## config.mk

```make
export PLATFORM = sky130hd
export DESIGN_NAME = permute_issue_ctrl
export DESIGN_NICKNAME = d
export VERILOG_FILES = /design/src/rtl/permute_issue_ctrl.sv
export SDC_FILE = /design/constraint.sdc
export NUM_CORES = 1
export LEC_CHECK = 0
export BUFFER_PORTS_ARGS = -buffer_cell sky130_fd_sc_hd__buf_2
export CAP_MARGIN = 20
export CORE_MARGIN = 3
export CORE_UTILIZATION = 54
export CTS_CLUSTER_DIAMETER = 150
export DETAILED_ROUTE_END_ITERATION = 10
export PLACE_DENSITY = 0.78
export SLEW_MARGIN = 20
export SYNTH_ARGS = -nofsm -noshare
export SYNTH_HDL_FRONTEND = slang
export SYNTH_SLANG_ARGS = --single-unit
```

## constraint.sdc

```tcl
create_clock -name clk -period 3.4 [get_ports clk]
set_input_delay 0.51 -clock clk [delete_from_list [all_inputs] [get_ports clk]]
set_output_delay 0.51 -clock clk [all_outputs]
set_load 0.03 [all_outputs]
```

## src/rtl/permute_issue_ctrl.sv

```systemverilog
// permute_issue_ctrl
//   Issue controller for the odd-pipe Permute unit. Holds at most one decoded
//   instruction, stalls it while a source register is still in flight inside
//   the Permute pipe (only the WB result is forwardable), and drives the
//   Permute RF/FWD-stage inputs. A NOP (op = 0, reg_write = 0) goes out on
//   every cycle without an issue.
// Ports:
//   clk, reset          clock, synchronous active-low reset
//   in_valid/in_ready   decode handshake
//   in_*                decoded instruction fields
//   flush               drop the held, not-yet-issued instruction
//   op..reg_write       registered outputs to Permute / RF read ports
//   issue_cnt           instructions issued (wraps)
//   stall_cnt           cycles a held instruction was hazard-blocked (wraps)
module permute_issue_ctrl #(
    parameter int DEPTH  = 3,
    parameter int ADDR_W = 7
) (
    input  logic              clk,
    input  logic              reset,
    input  logic              in_valid,
    output logic              in_ready,
    input  logic [0:10]       in_op,
    input  logic [2:0]        in_format,
    input  logic [0:ADDR_W-1] in_rt_addr,
    input  logic [0:ADDR_W-1] in_ra_addr,
    input  logic [0:ADDR_W-1] in_rb_addr,
    input  logic              in_uses_ra,
    input  logic              in_uses_rb,
    input  logic [0:17]       in_imm,
    input  logic              in_reg_write,
    input  logic              flush,
    output logic [0:10]       op,
    output logic [2:0]        format,
    output logic [0:ADDR_W-1] rt_addr,
    output logic [0:ADDR_W-1] ra_addr,
    output logic [0:ADDR_W-1] rb_addr,
    output logic [0:17]       imm,
    output logic              reg_write,
    output logic [31:0]       issue_cnt,
    output logic [31:0]       stall_cnt
);
    typedef enum logic {EMPTY, HOLD} state_t;

    typedef struct packed {
        logic [0:10]       op;
        logic [2:0]        fmt;
        logic [0:ADDR_W-1] rt;
        logic [0:ADDR_W-1] ra;
        logic [0:ADDR_W-1] rb;
        logic              uses_ra;
        logic              uses_rb;
        logic [0:17]       imm;
        logic              reg_write;
    } instr_t;

    typedef struct packed {
        logic [0:10]       op;
        logic [2:0]        fmt;
        logic [0:ADDR_W-1] rt;
        logic [0:ADDR_W-1] ra;
        logic [0:ADDR_W-1] rb;
        logic [0:17]       imm;
        logic              reg_write;
    } out_t;

    typedef struct packed {
        logic              v;
        logic [0:ADDR_W-1] addr;
    } sb_t;

    state_t      state_q, state_d;
    instr_t      hold_q, hold_d;
    out_t        out_q, out_d;
    sb_t         sb_q [DEPTH-1];
    sb_t         sb_d [DEPTH-1];
    logic [31:0] issue_cnt_q, issue_cnt_d;
    logic [31:0] stall_cnt_q, stall_cnt_d;

    logic hit_a, hit_b, hazard, issue_fire, accept;

    always_comb begin
        // Hazard window: the instruction currently on the outputs plus the
        // younger scoreboard entries. The oldest entry has reached WB and is
        // forwardable, so it is deliberately left out of the compare.
        hit_a = out_q.reg_write && (out_q.rt == hold_q.ra);
        hit_b = out_q.reg_write && (out_q.rt == hold_q.rb);
        for (int k = 0; k < DEPTH-2; k++) begin
            if (sb_q[k].v && sb_q[k].addr == hold_q.ra) hit_a = 1'b1;
            if (sb_q[k].v && sb_q[k].addr == hold_q.rb) hit_b = 1'b1;
        end
        hazard     = (hold_q.uses_ra && hit_a) || (hold_q.uses_rb && hit_b);
        issue_fire = (state_q == HOLD) && !hazard && !flush;
        // Flush empties the slot, so ready is reported, but the offer is dropped.
        in_ready   = (state_q == EMPTY) || issue_fire || flush;
        accept     = in_valid && in_ready && !flush;

        state_d = state_q;
        hold_d  = hold_q;
        if (accept) begin
            state_d        = HOLD;
            hold_d.op      = in_op;
            hold_d.fmt     = in_format;
            hold_d.rt      = in_rt_addr;
            hold_d.ra      = in_ra_addr;
            hold_d.rb      = in_rb_addr;
            hold_d.uses_ra = in_uses_ra;
            hold_d.uses_rb = in_uses_rb;
            hold_d.imm     = in_imm;
            hold_d.reg_write = in_reg_write;
        end else if (issue_fire || flush) begin
            state_d = EMPTY;
        end

        // Non-issue cycles only kill op/reg_write; address fields keep their value.
        out_d           = out_q;
        out_d.op        = '0;
        out_d.reg_write = 1'b0;
        if (issue_fire) begin
            out_d.op        = hold_q.op;
            out_d.fmt       = hold_q.fmt;
            out_d.rt        = hold_q.rt;
            out_d.ra        = hold_q.ra;
            out_d.rb        = hold_q.rb;
            out_d.imm       = hold_q.imm;
            out_d.reg_write = hold_q.reg_write;
        end

        sb_d[0].v    = out_q.reg_write;
        sb_d[0].addr = out_q.rt;
        for (int k = 1; k < DEPTH-1; k++) sb_d[k] = sb_q[k-1];

        issue_cnt_d = issue_cnt_q + {31'd0, issue_fire};
        stall_cnt_d = stall_cnt_q + {31'd0, (state_q == HOLD) && hazard && !flush};
    end

    always_ff @(posedge clk) begin
        if (!reset) begin
            state_q     <= EMPTY;
            hold_q      <= '0;
            out_q       <= '0;
            issue_cnt_q <= '0;
            stall_cnt_q <= '0;
            for (int k = 0; k < DEPTH-1; k++) sb_q[k] <= '0;
        end else begin
            state_q     <= state_d;
            hold_q      <= hold_d;
            out_q       <= out_d;
            issue_cnt_q <= issue_cnt_d;
            stall_cnt_q <= stall_cnt_d;
            for (int k = 0; k < DEPTH-1; k++) sb_q[k] <= sb_d[k];
        end
    end

    assign op        = out_q.op;
    assign format    = out_q.fmt;
    assign rt_addr   = out_q.rt;
    assign ra_addr   = out_q.ra;
    assign rb_addr   = out_q.rb;
    assign imm       = out_q.imm;
    assign reg_write = out_q.reg_write;
    assign issue_cnt = issue_cnt_q;
    assign stall_cnt = stall_cnt_q;
endmodule

```

==> impl_metrics.json, run 1 <==
{
  "status": "finished, final reports clean",
  "synthArstFlopShare_pct": 0,
  "antenna_left": 0,
  "vias": 6559,
  "relSlewSlack_pct": 36.2,
  "grt_pass1_vias": 6168,
  "hp-class": "in2reg",
  "grt_pass1_wl_um": 31000,
  "core_sq_um": 13900,
  "synth.most_common_cell": "dfxtp_1",
  "required_ps": 3750,
  "cts_root_buf": "clkbuf_16",
  "insertion_delay_ps": 430,
  "drc_errors": 0,
  "h-tree-depth": 4,
  "regArea_sq_um": 3660,
  "utilization_pct": 66.3,
  "synth_cell_type_count": 37,
  "worstSetupStartpointType": "register",
  "gr-total-overflow": 0,
  "synth_common_cells": "dfxtp_1 (183), nand2_1 (131), nand4_1 (59)",
  "place_congestion": 0.883,
  "synth_area_sq_um": 7720,
  "numPortBuffers": 178,
  "clk_pin_slew_ps": 70,
  "avgSynthCellArea_sq_um": 9.05,
  "finalClockSkew_ps": 14.0,
  "tns_ps": 0,
  "antenna_found_initial": 0,
  "seq_area_frac_synth_pct": 47.4,
  "cts_made_buffers": 17,
  "rsz0062_at_grt": "false",
  "preCtsSetupSlack_ps": 245,
  "fin_crit_sh_pct": 90.5,
  "hold_viol_final": 0,
  "synth_top_area_share_pct": 47.4,
  "io_pins": 179,
  "vias_per_cell": 5.54,
  "grt_max_degree": 107,
  "multi_input_area_sq_um": 3720,
  "dieArea_sq_um": 15800,
  "synthTopCellsByArea": "dfxtp_1 (47%), mux2i_1 (7.3%), nand2_1 (6.4%)",
  "dr.pass1.iters": 5,
  "yosys.area.top_type": "dfxtp_1",
  "setup_viol": 0,
  "setup_ws_ps": 323,
  "num_antenna_cells": 0,
  "finalInstanceArea_sq_um": 9240,
  "drt-initial-drc-count": 437,
  "start_util_pct": 55.4,
  "nets": 1054,
  "grtUsageTotal_pct": 23.9,
  "cts_tree": "yes",
  "die_w_um": 126,
  "worstPathMaxFanout": 7,
  "synth_edf_count": 0,
  "slew_violations": 0,
  "chipHeight_um": 126,
  "fmax_mhz": 325,
  "finalCriticalPeriod_ps": 3080,
  "avgRoutedWirePerCell_um": 15.9,
  "syn_inst": 854,
  "crit_type": "reg2reg",
  "endpoint_kind": "register",
  "dp_hpwl_um": 12300,
  "place_area_sq_um": 8620,
  "drive_gt1_share_pct": 23.6,
  "vdd_drop_max_mv": 0.401,
  "clock_path_buffers": 2,
  "finalPower_mw": 4.43,
  "rows": 43,
  "p_leak_nw": 3.97,
  "clock-sinks": 183,
  "routed_wl_um": 18800,
  "yosys_register_bits": 183,
  "cp.arrival_ps": 3430,
  "worstMarginPinSlew_ps": 957,
  "powerDensity_nw_per_um2": 480,
  "ys.flop_type": "dfxtp_1",
  "area_growth_pct": 19.6,
  "drv_cap": 0,
  "ys_warn_count": 0,
  "syn_nets": 918,
  "fill_cells": 1198
}
[placed cells by master, fill, tap and decap left out, drive strengths merged, types with 2 or more instances in the layout]
cell	synthesis	routed
buf	20	190
dfxtp	183	183
nand2	131	131
nand4	61	61
a21oi	57	57
mux2i	56	56
nor2	52	52
xor2	50	50
o31ai	43	43
nand3	27	27
and3	26	26
xnor2	25	25
clkbuf	53	21
and2	14	14
o21ai	14	14
or3	12	12
inv	5	9
and4	7	7
ha	4	4
clkinv	0	4
nor4	3	3
nor3	3	3
bufinv	0	2
nand2b	2	2
[power by group]
group	switching (mW)	internal (mW)	total [mW]
Clock	0.853	1.16	2.01
Sequential	0.0284	2.18	2.21
Combinational	0.124	0.0887	0.213
Total	1.01	3.43	4.43
[registers in the layout, indices dropped and copies added (netlist names)]
register	cells
ra_addr	7
rb_addr	7
reg_write	1
op	11
hold_q	56
imm	18
state_q	1
issue_cnt	32
format	3
stall_cnt	32
sb_q	8
rt_addr	7
[stage by stage]
| stage | hold slack [ps] | std cells |
|---|---|---|
| 2_1_floorplan | 430 | 854 |
| 3_5_place_dp | 443 | 1150 |
| 5_1_grt | 307 | 1183 |
| 4_1_cts | 304 | 1182 |
| 3_3_place_gp | 438 | 1150 |
| 6_report | 316 | 1183 |
[timing repair]
item,in CTS,in global routing
gates resized for setup,0,3
buffers inserted,0,1
hold buffers,0,0
endpoints found under the setup margin,0,9
[worst max-delay path, stage by stage (launching register included)]
cell,delay [ps]
dfxtp_1,440
xor2_1,140
nor4_2,290
nand4_1,240
a21boi_4,280
o21ai_1,150
inv_1,90
ha_1,160
and3_1,230
and2_2,260
nand4_4,160
or4_1,430
a21oi_1,140
[layout make-up]
type,instances,share of cell area (%)
Inverter,5,0.203
Sequential cell,183,39.6
Clock inverter,11,1.49
Multi-Input combinational cell,593,40.2
Tap cell,180,2.44
Timing Repair Buffer,190,10.9
Clock buffer,21,5.09
[metal layers]
metal	vias to the layer above	track usage [%]	wire [um]
li1	3235	-	-
met1	3080	32.3	8340
met2	225	37.6	8720
met3	19	6.58	1560
met4	0	6.95	192
met5	-	0	0
[cell families after synthesis]
| logic type | Yosys count | share of synthesized area, % |
|---|---|---|
| compound gates | 118 | 9.31 |
| xor+xnor | 75 | 8.50 |
| fa+ha+maj | 4 | 0.648 |
| buf+inv | 78 | 5.05 |
| flops | 183 | 47.4 |
| mux | 56 | 7.26 |
| simple gates | 340 | 21.8 |
[final timing paths]
| check | cells after the start | endpoint | slack [ps] | from |
|---|---|---|---|---|
| setup / recovery | 12 | stall_cnt[31]$_SDFF_PN0_ | 320 | hold_q[34]$_SDFFE_PN0P_ |
| hold / removal | 3 | hold_q[4]$_SDFFE_PN0P_ | 320 | in_imm[14] |
| setup reg to reg | 12 | stall_cnt[31]$_SDFF_PN0_ | 320 | hold_q[34]$_SDFFE_PN0P_ |
| hold reg to reg | 2 | hold_q[55]$_SDFFE_PN0P_ | 450 | hold_q[55]$_SDFFE_PN0P_ |
Note: power is estimated with default switching activity, not from simulation.
==> inputs of run 2 (changes only) <==
--- a/config.mk
+++ b/config.mk
@@ -12,6 +12,7 @@
 export CTS_CLUSTER_DIAMETER = 150
 export DETAILED_ROUTE_END_ITERATION = 10
 export PLACE_DENSITY = 0.78
+export SKIP_CTS_REPAIR_TIMING = 1
 export SLEW_MARGIN = 20
 export SYNTH_ARGS = -nofsm -noshare
 export SYNTH_HDL_FRONTEND = slang
==> constraint.sdc (replaced) <==
create_clock -name clk -period 3.1 [get_ports clk]
set_input_delay 0.465 -clock clk [delete_from_list [all_inputs] [get_ports clk]]
set_output_delay 0.465 -clock clk [all_outputs]
set_load 0.03 [all_outputs]
==> impl_metrics.json, run 2 (same netlist as run 1, synthesis figures left out) <==
{
  "status": "finished, final reports clean",
  "path_buf_inv": 0,
  "worstSetupStartpointType": "register",
  "preCtsSetupSlack_ps": 93.4,
  "powerDensity_nw_per_um2": 525,
  "dieArea_sq_um": 15800,
  "hp-class": "in2reg",
  "routed_wl_um": 18900,
  "p_seq_share_pct": 49.5,
  "cts_root_buf": "clkbuf_16",
  "p_switching_mw": 1.06,
  "dr.pass1.iters": 6,
  "slew_violations": 0,
  "place_area_sq_um": 8670,
  "cp_slowest_stage_delay_ps": 360,
  "clock_path_buffers": 2,
  "io_pins": 179,
  "hold_viol_final": 0,
  "relSlewSlack_pct": 39.8,
  "vias": 6608,
  "drv_cap": 0,
  "avgRoutedWirePerCell_um": 15.8,
  "grt_max_degree": 78,
  "swShare_pct": 21.7,
  "place_inst": 1157,
  "vdd_drop_max_mv": 0.439,
  "vias_per_cell": 5.55,
  "worstPathCellList": "xor2_1 -> nor4_1 -> nand4_1 -> a21boi_4 -> nor3_2 -> ha_1 -> ha_1 -> and3_1 -> and3_2 -> nand3_1 -> xor2_1 -> nor2_1",
  "num_antenna_cells": 0,
  "top_register": "hold_q",
  "multi_input_area_sq_um": 3730,
  "rows": 43,
  "drt-initial-drc-count": 528,
  "endpoint_kind": "register",
  "crit_family": "simple AND/OR/NAND/NOR gates",
  "numPortBuffers": 178,
  "finalPower_mw": 4.89,
  "die_w_um": 126,
  "fmax_mhz": 343,
  "regArea_sq_um": 3670,
  "nets": 1062,
  "drive_gt1_share_pct": 24.8,
  "antenna_found_initial": 0,
  "core_sq_um": 13900,
  "cts_made_buffers": 17,
  "drc_errors": 0,
  "largest_reg_flops": 56,
  "grt_pass1_vias": 6195,
  "finalCriticalPeriod_ps": 2910,
  "worstMarginPinSlew_ps": 902,
  "layout.cells.non_filler": 1191,
  "crit_type": "reg2reg",
  "insertion_delay_ps": 420,
  "clkPwrFrac_pct": 45.6,
  "chipHeight_um": 126,
  "area_growth_pct": 20.7,
  "tns_ps": 0,
  "setup_ws_ps": 186,
  "h-tree-depth": 4,
  "start_util_pct": 55.4,
  "cp_slowest_cell": "dfxtp_1",
  "place_congestion": 0.858,
  "required_ps": 3390,
  "dp_hpwl_um": 12400,
  "antenna_left": 0,
  "grt_pass1_wl_um": 30800,
  "grtUsageTotal_pct": 23.4,
  "cp.arrival_ps": 3200,
  "gr-total-overflow": 0,
  "layout_common_cells": "dfxtp_1 (180), buf_2 (177), nand2_1 (131), nand4_1 (59), a21oi_1 (57)",
  "cts_tree": "yes",
  "clock-sinks": 183,
  "worstPathMaxFanout": 9,
  "power.share.combinational_pct": 4.8,
  "setup_viol": 0,
  "clk_pin_slew_ps": 70,
  "fin_crit_sh_pct": 94.0,
  "p_int_mw": 3.83,
  "final_common_cell": "dfxtp_1",
  "finalInstanceArea_sq_um": 9330,
  "finalClockSkew_ps": 8.29,
  "fill_cells": 1128,
  "p_leak_nw": 4.01
}
-- run 2: cell types whose count changed in the layout (fill, tap and decap cells not counted), moves of 2 or more --
cell        change
and3_2          +2
inv_6           -3
clkinvlp_4      +2
clkinv_4        -2
buf_4           +8
and3_1          -2
dfxtp_2         +3
dfxtp_1         -3
-- run 2: layout make-up --
class	count	share of cell area, %
clock buffers	22	5.08
repair buffers	198	11.5
well taps	180	2.41
clock inverters	10	1.54
inverters	5	0.201
multi-input cells	593	40.0
flip-flops and latches	183	39.3
-- run 2: routing by layer --
| metal | GRT usage (%) | up-vias | wire [um] |
|---|---|---|---|
| met2 | 36.2 | 231 | 8610 |
| met5 | 0 | - | 0 |
| met3 | 5.85 | 35 | 1420 |
| met4 | 8.10 | 0 | 370 |
| li1 | - | 3256 | - |
| met1 | 32.2 | 3086 | 8460 |
-- run 2: tightest hold or removal path, cell delays in order --
cell and delay, ps:
buf_2 90, nand2_1 40, mux2i_1 50
-- run 2: final timing paths --
kind | cells after the start | end | start | slack (ps)
setup / recovery | 12 | issue_cnt[30]$_SDFF_PN0_ | hold_q[33]$_SDFFE_PN0P_ | 190
hold / removal | 3 | hold_q[50]$_SDFFE_PN0P_ | in_op[5] | 280
setup reg to reg | 12 | issue_cnt[30]$_SDFF_PN0_ | hold_q[33]$_SDFFE_PN0P_ | 190
hold reg to reg | 2 | hold_q[50]$_SDFFE_PN0P_ | hold_q[50]$_SDFFE_PN0P_ | 450
-- run 2: through the flow --
stage | hold slack, ps | utilization (%)
finish | 281 | 66.9
detailed placement | 444 | 62.2
floorplan | 430 | -
global placement | 438 | 62.2
global route | 280 | 66.9
CTS | 265 | 66.7
-- run 2: power by group through the flow --
stage | combinational, mW | sequential [mW] | clock, mW
after detailed placement | 0.236 | 2.48 | 0
after floorplan | 0.157 | 2.48 | 0
after global routing | 0.263 | 2.43 | 2.37
final | 0.237 | 2.43 | 2.23
after CTS | 0.237 | 2.42 | 2.27
after global placement | 0.234 | 2.48 | 0
==> inputs of run 3 (changes only) <==
--- a/config.mk
+++ b/config.mk
@@ -11,6 +11,7 @@
 export CORE_UTILIZATION = 54
 export CTS_CLUSTER_DIAMETER = 150
 export DETAILED_ROUTE_END_ITERATION = 10
+export MAX_ROUTING_LAYER = met4
 export PLACE_DENSITY = 0.78
 export SKIP_CTS_REPAIR_TIMING = 1
 export SLEW_MARGIN = 20
==> impl_metrics.json, run 3 (same netlist as run 1, synthesis figures left out) <==
{
  "gr-total-overflow": 0,
  "core_sq_um": 13900,
  "cp_slowest_cell": "or4_1",
  "p_int_mw": 3.83,
  "grt_busiest_layer": "met2",
  "layout_common_cells": "dfxtp_1 (180), buf_2 (177), nand2_1 (131), nand4_1 (59), a21oi_1 (57)",
  "path_buf_inv": 1,
  "cts_root_buf": "clkbuf_16",
  "hp-start": "in_op[5]",
  "dr.pass1.iters": 5,
  "dieArea_sq_um": 15800,
  "avgRoutedWirePerCell_um": 15.8,
  "reg2reg_depth": 12,
  "powerDensity_nw_per_um2": 525,
  "hold-worst-slack_ps": 278,
  "required_ps": 3450,
  "insertion_delay_ps": 420,
  "crit_family": "simple AND/OR/NAND/NOR gates",
  "grt_max_degree": 78,
  "r2r_start": "hold_q[33]$_SDFFE_PN0P_",
  "r2r_end": "stall_cnt[31]$_SDFF_PN0_",
  "vias": 6637,
  "fmax_mhz": 344,
  "dp_hpwl_um": 12400,
  "grtUsageMet1_pct": 32.8,
  "antenna_found_initial": 0,
  "status": "finished, final reports clean",
  "crit_type": "reg2reg",
  "cp_slowest_stage_delay_ps": 430,
  "vdd_drop_max_mv": 0.440,
  "worstHoldPathCells": 3,
  "p_seq_share_pct": 49.5,
  "vias_per_cell": 5.57,
  "swShare_pct": 21.8,
  "power.share.combinational_pct": 4.8,
  "p_switching_mw": 1.07,
  "antenna_left": 0,
  "drc_errors": 0,
  "fill_cells": 1128,
  "grtUsageTotal_pct": 24.3,
  "clk_pin_slew_ps": 70,
  "top_register": "hold_q",
  "num_antenna_cells": 0,
  "finalCriticalPeriod_ps": 2900,
  "nets": 1062,
  "worstPathCellList": "xor2_1 -> nor4_1 -> nand4_1 -> a21boi_4 -> o21ai_2 -> inv_1 -> ha_1 -> and3_2 -> and2_2 -> nand4_4 -> or4_1 -> a21oi_1",
  "tns_ps": 0,
  "grt_pass1_wl_um": 30800,
  "clock-sinks": 183,
  "slew_violations": 0,
  "whs_endpoint": "hold_q[50]$_SDFFE_PN0P_",
  "clock_path_buffers": 2,
  "h-tree-depth": 4,
  "worstPathMaxFanout": 7,
  "grt.met3_usage_pct": 5.89,
  "drv_cap": 0,
  "routed_wl_um": 18900,
  "utilization_pct": 66.9,
  "numPortBuffers": 178,
  "worstSetupStartpointType": "register",
  "chipHeight_um": 126,
  "start_util_pct": 55.4,
  "relSlewSlack_pct": 39.2,
  "grt_pass1_vias": 6195,
  "use_met2_pct": 36.1,
  "largest_reg_flops": 56,
  "hold_viol_final": 0,
  "endpoint_kind": "register",
  "place_congestion": 0.872,
  "final_common_cell": "dfxtp_1",
  "rows": 43,
  "clkPwrFrac_pct": 45.6,
  "cts_tree": "yes",
  "finalPower_mw": 4.90,
  "cts_made_buffers": 17,
  "fin_crit_sh_pct": 93.6,
  "rrSetupSlack_ps": 200,
  "hp-class": "in2reg",
  "die_w_um": 126,
  "p_leak_nw": 4.01,
  "io_pins": 179,
  "cp.arrival_ps": 3260,
  "area_growth_pct": 20.7,
  "setup_viol": 0,
  "finalClockSkew_ps": 9.69,
  "drt-initial-drc-count": 524,
  "worstMarginPinSlew_ps": 912,
  "drive_gt1_share_pct": 24.8
}
-- run 3: worst max path at each step --
stage / start / end / slack [ps] / depth (start not counted)
after floorplan: hold_q[30]$_SDFFE_PN0P_ / stall_cnt[28]$_SDFF_PN0_ / 100 / 13
after global placement: hold_q[30]$_SDFFE_PN0P_ / stall_cnt[31]$_SDFF_PN0_ / 170 / 12
after detailed placement: hold_q[27]$_SDFFE_PN0P_ / issue_cnt[30]$_SDFF_PN0_ / 90 / 12
after CTS: hold_q[27]$_SDFFE_PN0P_ / issue_cnt[24]$_SDFF_PN0_ / 30 / 12
after global routing: hold_q[33]$_SDFFE_PN0P_ / stall_cnt[24]$_SDFF_PN0_ / -20 / 12
final: hold_q[33]$_SDFFE_PN0P_ / stall_cnt[31]$_SDFF_PN0_ / 200 / 12
-- run 3: power groups by stage --
stage	Sequential (mW)	Combinational (mW)	Clock [mW]
after floorplan	2.48	0.157	0
after detailed placement	2.48	0.236	0
after CTS	2.42	0.237	2.27
final	2.43	0.237	2.24
after global placement	2.48	0.234	0
after global routing	2.43	0.263	2.37
-- run 3: per-layer routing --
metal	wire length, um	up-vias	share of wire [%]
met4	361	0	1.9
met1	8510	3117	45
li1	-	3252	-
met2	8620	231	46
met5	0	-	0
met3	1380	37	7.3
-- run 3: cell type report --
class,instances,area (sq um),share of cell area [%]
multi-input cells,593,3730,40.0
flip-flops and latches,183,3670,39.3
repair buffers,198,1070,11.5
clock buffers,22,474,5.08
well taps,180,225,2.41
clock inverters,10,144,1.54
inverters,5,18.8,0.201
-- run 3: worst register-to-register path, cell delays in order (launching register included) --
cell	delay [ps]
dfxtp_1	360
xor2_1	190
nor4_1	310
nand4_1	230
a21boi_4	270
o21ai_2	110
inv_1	60
ha_1	150
and3_2	230
and2_2	200
nand4_4	150
or4_1	430
a21oi_1	140
-- run 3: stage by stage --
step	std cells	setup WS, ps	cell area [sq um]
final	1191	197	9330
after floorplan	854	96.3	7720
after detailed placement	1157	93.4	8670
after CTS	1189	25.2	9290
after global routing	1191	-24.6	9330
after global placement	1157	170	8670
